$ cat config.mk
export PLATFORM = sky130hd
export DESIGN_NAME = decode_stage_pipe
export DESIGN_NICKNAME = d
export VERILOG_FILES = /design/src/rtl/decode_stage_pipe.sv
export SDC_FILE = /design/constraint.sdc
export NUM_CORES = 2
export LEC_CHECK = 0
export ABC_CLOCK_PERIOD_IN_PS = 7600
export BUFFER_PORTS_ARGS = -buffer_cell sky130_fd_sc_hd__buf_4
export CAP_MARGIN = 5
export CORE_MARGIN = 5
export CORE_UTILIZATION = 42
export CTS_BUF_LIST = sky130_fd_sc_hd__clkbuf_2
export CTS_CLUSTER_SIZE = 20
export DETAILED_ROUTE_END_ITERATION = 6
export PLACE_DENSITY = 0.58
export SYNTH_ARGS = -nofsm -noshare
export SYNTH_HDL_FRONTEND = slang
export SYNTH_SLANG_ARGS = --single-unit
$ cat constraint.sdc
create_clock -name clk -period 7.6 [get_ports clk]
set_clock_uncertainty 0.1 [all_clocks]
set_input_delay 1.14 -clock clk [delete_from_list [all_inputs] [get_ports clk]]
set_output_delay 1.14 -clock clk [all_outputs]
set_load 0.01 [all_outputs]
$ cat src/rtl/decode_stage_pipe.sv
// rtl/decode_stage_pipe.sv - decode stage with register file, WB bypass, load-use stall and ID/EX handshake register
module decode_stage_pipe #(
  parameter int XLEN     = 32,
  parameter int NREGS    = 32,
  parameter int INIT_IDX = 1,
  parameter int BYPASS   = 1
) (
  input  logic            clk,
  input  logic            rst,
  input  logic            in_valid,
  output logic            in_ready,
  input  logic [31:0]     instr,
  input  logic [XLEN-1:0] pc_in,
  input  logic            flush,
  input  logic            wb_en,
  input  logic [4:0]      wb_dest,
  input  logic [XLEN-1:0] wb_data,
  output logic            out_valid,
  input  logic            out_ready,
  output logic            wb_en_o,
  output logic [1:0]      mem_sig_o,
  output logic [1:0]      br_type_o,
  output logic [3:0]      exe_cmd_o,
  output logic            is_src2_o,
  output logic [XLEN-1:0] val1_o,
  output logic [XLEN-1:0] val2_o,
  output logic [XLEN-1:0] reg2_o,
  output logic [XLEN-1:0] pc_o,
  output logic [4:0]      dest_o,
  output logic [4:0]      src1_o,
  output logic [4:0]      src2_o,
  output logic            hazard
);

  localparam int RW = (NREGS > 1) ? $clog2(NREGS) : 1;

  typedef struct packed {
    logic            valid;
    logic            wb;
    logic [1:0]      mem;
    logic [1:0]      br;
    logic [3:0]      cmd;
    logic            src2f;
    logic [XLEN-1:0] val1;
    logic [XLEN-1:0] val2;
    logic [XLEN-1:0] reg2;
    logic [XLEN-1:0] pc;
    logic [4:0]      dest;
    logic [4:0]      src1;
    logic [4:0]      src2;
  } entry_t;

  logic [NREGS-1:0][XLEN-1:0] rf_q;
  entry_t          entry_q, entry_d, dec_entry, entry_out;
  logic [5:0]      opcode;
  logic [RW-1:0]   rs_idx, rt_idx, wb_idx;
  logic [XLEN-1:0] rs_val, rt_val;
  logic            wb_fwd, dec_imm, hazard_raw, adv;

  assign opcode = instr[31:26];
  assign rs_idx = instr[21 +: RW];
  assign rt_idx = instr[16 +: RW];
  assign wb_idx = wb_dest[RW-1:0];
  assign wb_fwd = (BYPASS != 0) && wb_en && (wb_idx != '0);

  // Operand read: R0 is hard zero; a same-cycle WB write may be forwarded
  always_comb begin
    rs_val = '0;
    rt_val = '0;
    if (rs_idx != '0) rs_val = (wb_fwd && (wb_idx == rs_idx)) ? wb_data : rf_q[rs_idx];
    if (rt_idx != '0) rt_val = (wb_fwd && (wb_idx == rt_idx)) ? wb_data : rf_q[rt_idx];
  end

  // Register file: reset image, then WB writes (index 0 never written)
  always_ff @(posedge clk) begin
    if (rst) begin
      for (int i = 0; i < NREGS; i++) rf_q[i] <= (INIT_IDX != 0) ? XLEN'(i) : '0;
    end else if (wb_en && (wb_idx != '0)) begin
      rf_q[wb_idx] <= wb_data;
    end
  end

  // Opcode decode into a candidate ID/EX entry
  always_comb begin
    dec_entry = '0;
    dec_imm   = 1'b0;
    case (opcode)
      6'd1, 6'd3, 6'd5, 6'd6, 6'd7, 6'd8, 6'd9, 6'd10, 6'd11, 6'd12: begin
        dec_entry.wb = 1'b1; dec_entry.src2f = 1'b1;
      end
      6'd32, 6'd33: begin dec_entry.wb = 1'b1; dec_imm = 1'b1; end
      6'd36: begin dec_entry.wb = 1'b1; dec_entry.mem = 2'b10; dec_imm = 1'b1; end
      6'd37: begin dec_entry.mem = 2'b01; dec_imm = 1'b1; dec_entry.src2f = 1'b1; end
      6'd40: begin dec_entry.br = 2'b01; dec_imm = 1'b1; end
      6'd41: begin dec_entry.br = 2'b10; dec_imm = 1'b1; dec_entry.src2f = 1'b1; end
      6'd42: begin dec_entry.br = 2'b11; dec_imm = 1'b1; dec_entry.src2f = 1'b1; end
      default: ;
    endcase
    case (opcode)
      6'd3, 6'd33:  dec_entry.cmd = 4'd2;
      6'd5:         dec_entry.cmd = 4'd4;
      6'd6:         dec_entry.cmd = 4'd5;
      6'd7:         dec_entry.cmd = 4'd6;
      6'd8:         dec_entry.cmd = 4'd7;
      6'd9, 6'd10:  dec_entry.cmd = 4'd8;
      6'd11:        dec_entry.cmd = 4'd9;
      6'd12:        dec_entry.cmd = 4'd10;
      default:      dec_entry.cmd = 4'd0;
    endcase
    dec_entry.valid = 1'b1;
    dec_entry.dest  = dec_imm ? instr[20:16] : instr[15:11];
    dec_entry.src1  = instr[25:21];
    dec_entry.src2  = dec_entry.src2f ? instr[20:16] : 5'd0;
    dec_entry.val1  = rs_val;
    dec_entry.reg2  = rt_val;
    dec_entry.val2  = dec_imm ? {{(XLEN-16){instr[15]}}, instr[15:0]} : rt_val;
    dec_entry.pc    = pc_in;
  end

  // Load-use detection against the load currently held in ID/EX
  always_comb begin
    hazard_raw = in_valid && entry_q.valid && (entry_q.mem == 2'b10) && (entry_q.dest != 5'd0) &&
                 ((entry_q.dest == instr[25:21]) || (dec_entry.src2f && (entry_q.dest == instr[20:16])));
  end

  assign adv      = ~entry_q.valid | out_ready;
  assign hazard   = ~rst & hazard_raw;
  assign in_ready = ~rst & adv & ~hazard_raw & ~flush;

  // ID/EX next state: flush kills, otherwise advance with a bubble or the new entry
  always_comb begin
    entry_d = entry_q;
    if (flush) begin
      entry_d = '0;
    end else if (adv) begin
      entry_d = '0;
      if (!hazard_raw && in_valid) entry_d = dec_entry;
    end
  end

  // ID/EX pipeline register
  always_ff @(posedge clk) begin
    if (rst) entry_q <= '0;
    else     entry_q <= entry_d;
  end

  assign entry_out = rst ? '0 : entry_q;
  assign out_valid = entry_out.valid;
  assign wb_en_o   = entry_out.wb;
  assign mem_sig_o = entry_out.mem;
  assign br_type_o = entry_out.br;
  assign exe_cmd_o = entry_out.cmd;
  assign is_src2_o = entry_out.src2f;
  assign val1_o    = entry_out.val1;
  assign val2_o    = entry_out.val2;
  assign reg2_o    = entry_out.reg2;
  assign pc_o      = entry_out.pc;
  assign dest_o    = entry_out.dest;
  assign src1_o    = entry_out.src1;
  assign src2_o    = entry_out.src2;

endmodule

==> results.py <==
metrics = {
    "cts": {
        "htree_levels": 5,
        "cts-resized-gates": 0,
        "post_cts_buffers": 0,
        "clockBufferDepth": 4,
        "clk_pin_slew_worst_paths_ns": 0.11,
        "cts_root_buffer": "clkbuf_2",
        "cts_sinks": 1178,
        "insertion_delay_ns": 1.76,
        "cts_buffers": 327,
        "cts_tree": "built",
        "ctsHoldBuffers": 146,
    },
    "synthesis": {
        "yosysTopAreaCell": "dfxtp_1",
        "yosys_warnings": 0,
        "synthCells": 6784,
        "synth_seq_cells": 1178,
        "synth.distinct_cells": 75,
        "seq_area_frac_synth_pct": 40.00,
        "async_reset_ff_share_pct": 0,
        "synth_top_area_share_pct": 40.00,
        "synth_top_family_by_area": "multiplexers",
        "synthTopCellsByArea": "dfxtp_1, mux4_2, nand2_1",
        "synth_mux_area_share_pct": 20.19,
        "synthSimpleGateAreaFrac_pct": 19.56,
        "syn_nets": 6891,
        "synth_area_um2": 58960,
        "synthAdderAreaFrac_pct": 0,
        "synth-edff-count": 0,
        "yosysMostFrequentCell": "nand2_1",
        "synth_flop_cell": "dfxtp_1",
        "synth-compound-area-share_pct": 14.80,
        "syn_avg_cell_area_um2": 8.691,
        "yosys-top-cells-count": "nand2_1, dfxtp_1, a21oi_1, clkbuf_1, mux4_2",
        "synth_xor_area_share_pct": 0.3268,
    },
    "routing": {
        "post-route-drc-count": 0,
        "viasPerCell": 6.280,
        "antenna_left": 0,
        "drt-initial-drc-count": 8389,
        "met1_length_mm": 98.78,
        "finalWirelength_mm": 264.5,
        "top_layer": "met5",
        "vias": 56737,
        "wl_met3_mm": 36.40,
        "wl_per_cell_um": 29.28,
        "wl_met2_mm": 111.8,
        "dr.pass1.iters": 6,
    },
    "power_and_ir_drop": {
        "power.density_nw_per_um2": 184.0,
        "leakagePower_nw": 23.15,
        "ir_drop_v": 0.0001523,
    },
    "die": {
        "rows": 137,
        "io_pins": 263,
        "die_w_um": 384.7,
        "start_util_pct": 42.26,
        "core_area_um2": 139500,
        "die_area_um2": 148000,
        "die_h_um": 384.7,
    },
    "setup_path": {
        "worstSetupStartpointType": "flop",
        "cp.arrival_ns": 3.97,
        "crit_path_max_incr_delay_ns": 0.62,
        "startpoint": "entry_q[10]",
        "worstPathCellList": "or4_1 -> nor2_1 -> nor4_2 -> buf_4 -> a21bo_4 -> nor2_1 -> buf_4",
        "end_kind": "output pin",
        "critPathTopFamily": "simple AND/OR/NAND/NOR gates",
        "cp_slowest_cell": "dfxtp_1",
        "path_max_fanout": 18,
        "reg2reg_from": "entry_q[10]",
        "path_class": "reg2out",
        "required_ns": 6.36,
        "cp.buffers_inverters": 2,
    },
    "timing": {
        "slew-limit-headroom_pct": 14.33,
        "fmax_mhz": 191.8,
        "worstMarginPinSlew_ns": 1.285,
        "postLayoutSetupSlackWorst_ns": 2.387,
        "rsz0062_at_grt": "no",
        "setup_viol_count_final": 0,
        "finalHoldViolations": 0,
        "period_share_pct": 68.59,
        "min_period_ns": 5.213,
        "maxSlewViolCount": 0,
        "setup_tns_ns": 0,
    },
    "job": {
        "drv_cap": 0,
    },
    "placed_design": {
        "port_buffers": 262,
        "dpl.hpwl_mm": 158.6,
        "dp_slack_ns": 2.662,
        "gp_congestion": 0.9436,
    },
    "final_layout": {
        "synthToLayoutAreaGrowth_pct": 11.69,
        "nets": 7043,
        "drive_above_1_share_pct": 19.55,
    },
    "global_routing": {
        "overflow": 0,
        "track_usage_pct": 34.38,
        "antenna_found_initial": 15,
        "grt_pass1_wl_mm": 374.5,
        "grt_max_degree": 215,
        "first_global_vias": 53176,
    },
    "worst_hold_path": {
        "hold_path.class": "in2reg",
        "hold_start": "pc_in[25]",
    },
    "run_status": {
        "outcome": "completed",
    },
}
## worst reg2reg max path: stages, from the launching register on
cell and delay (ns):
dfxtp_1 0.47, or4_1 0.57, nor2_1 0.14, nor4_2 0.07, buf_4 0.24, a21bo_4 0.30, nand4_1 0.99, o221ai_1 0.54
## sequential cells by signal, summed over array words and instances (netlist names)
signal	flops
entry_q	154
rf_q	1024
## final cells by class
cell class,count,area (µm²)
antenna,12,30.03
fill,13408,73670
clock buffer,482,2412
inverter,9,33.78
multi-input combinational,4889,32700
timing repair buffer,531,4477
sequential,1178,23580
tap,1876,2347
clock inverter,58,277.8
## per-stage QoR
step	hold WS (ns)	instances	utilization (%)	cell area (µm²)	power, mW
floorplan	0.3171	6784	-	58960	7.155
global placement	0.3287	8337	44.20	61680	7.617
detailed placement	0.3398	8337	44.20	61680	7.626
CTS	0.001906	9023	47.18	65830	12.09
global route	0.04849	9030	47.19	65840	12.52
finish	0.1426	9035	47.20	65860	12.12
## where the power goes
part	switching (mW)	internal, mW	total (mW)
clock network	2.79	1.73	4.52
logic	0.906	0.410	1.32
registers	0.0547	6.23	6.28
## placed cells by master, fill, tap and decap left out, types with 44 or more instances in the layout
master         Yosys  routed
a21oi_1          996     996
a22o_1            86      86
a22oi_1           77      77
buf_4             27     372
clkbuf_2           3     482
clkinv_1           0      44
dfxtp_1         1178    1178
dlygate4sd3_1      0     146
mux2i_1          225     225
mux4_2           419     419
nand2_1         2141    2128
nand3b_1          87      87
nor2_1           141     110
nor2b_1          194     191
o21ai_0           50      50
o221ai_1          45      45
o22ai_1           80      80
## metal layers
layer  track usage (%)  vias to the layer above
li1                  -                    24182
met1             44.16                    27464
met2             50.37                     4195
met3             11.61                      892
met4             20.05                        4
met5                 0                        -
## cell families (layout without fill, tap and decap cells)
logic type | Yosys count | in the layout
AOI/OAI and AO/OA | 1478 | 1478
xor gates and xnor gates | 22 | 22
buffers and inverters | 717 | 1080
DFF | 1178 | 1178
muxes | 663 | 663
other | 0 | 12
and+or+nand+nor | 2726 | 2726
## final timing paths
kind / to / cells after the start / slack, ns
worst max register to register: entry_q[88] / 7 / 4.03
worst min-delay path: entry_q[40] / 3 / 0.14
worst max-delay path: hazard / 7 / 2.39
worst min register to register: entry_q[9] / 2 / 0.36
No activity file was read; power rests on OpenSTA's default activity.
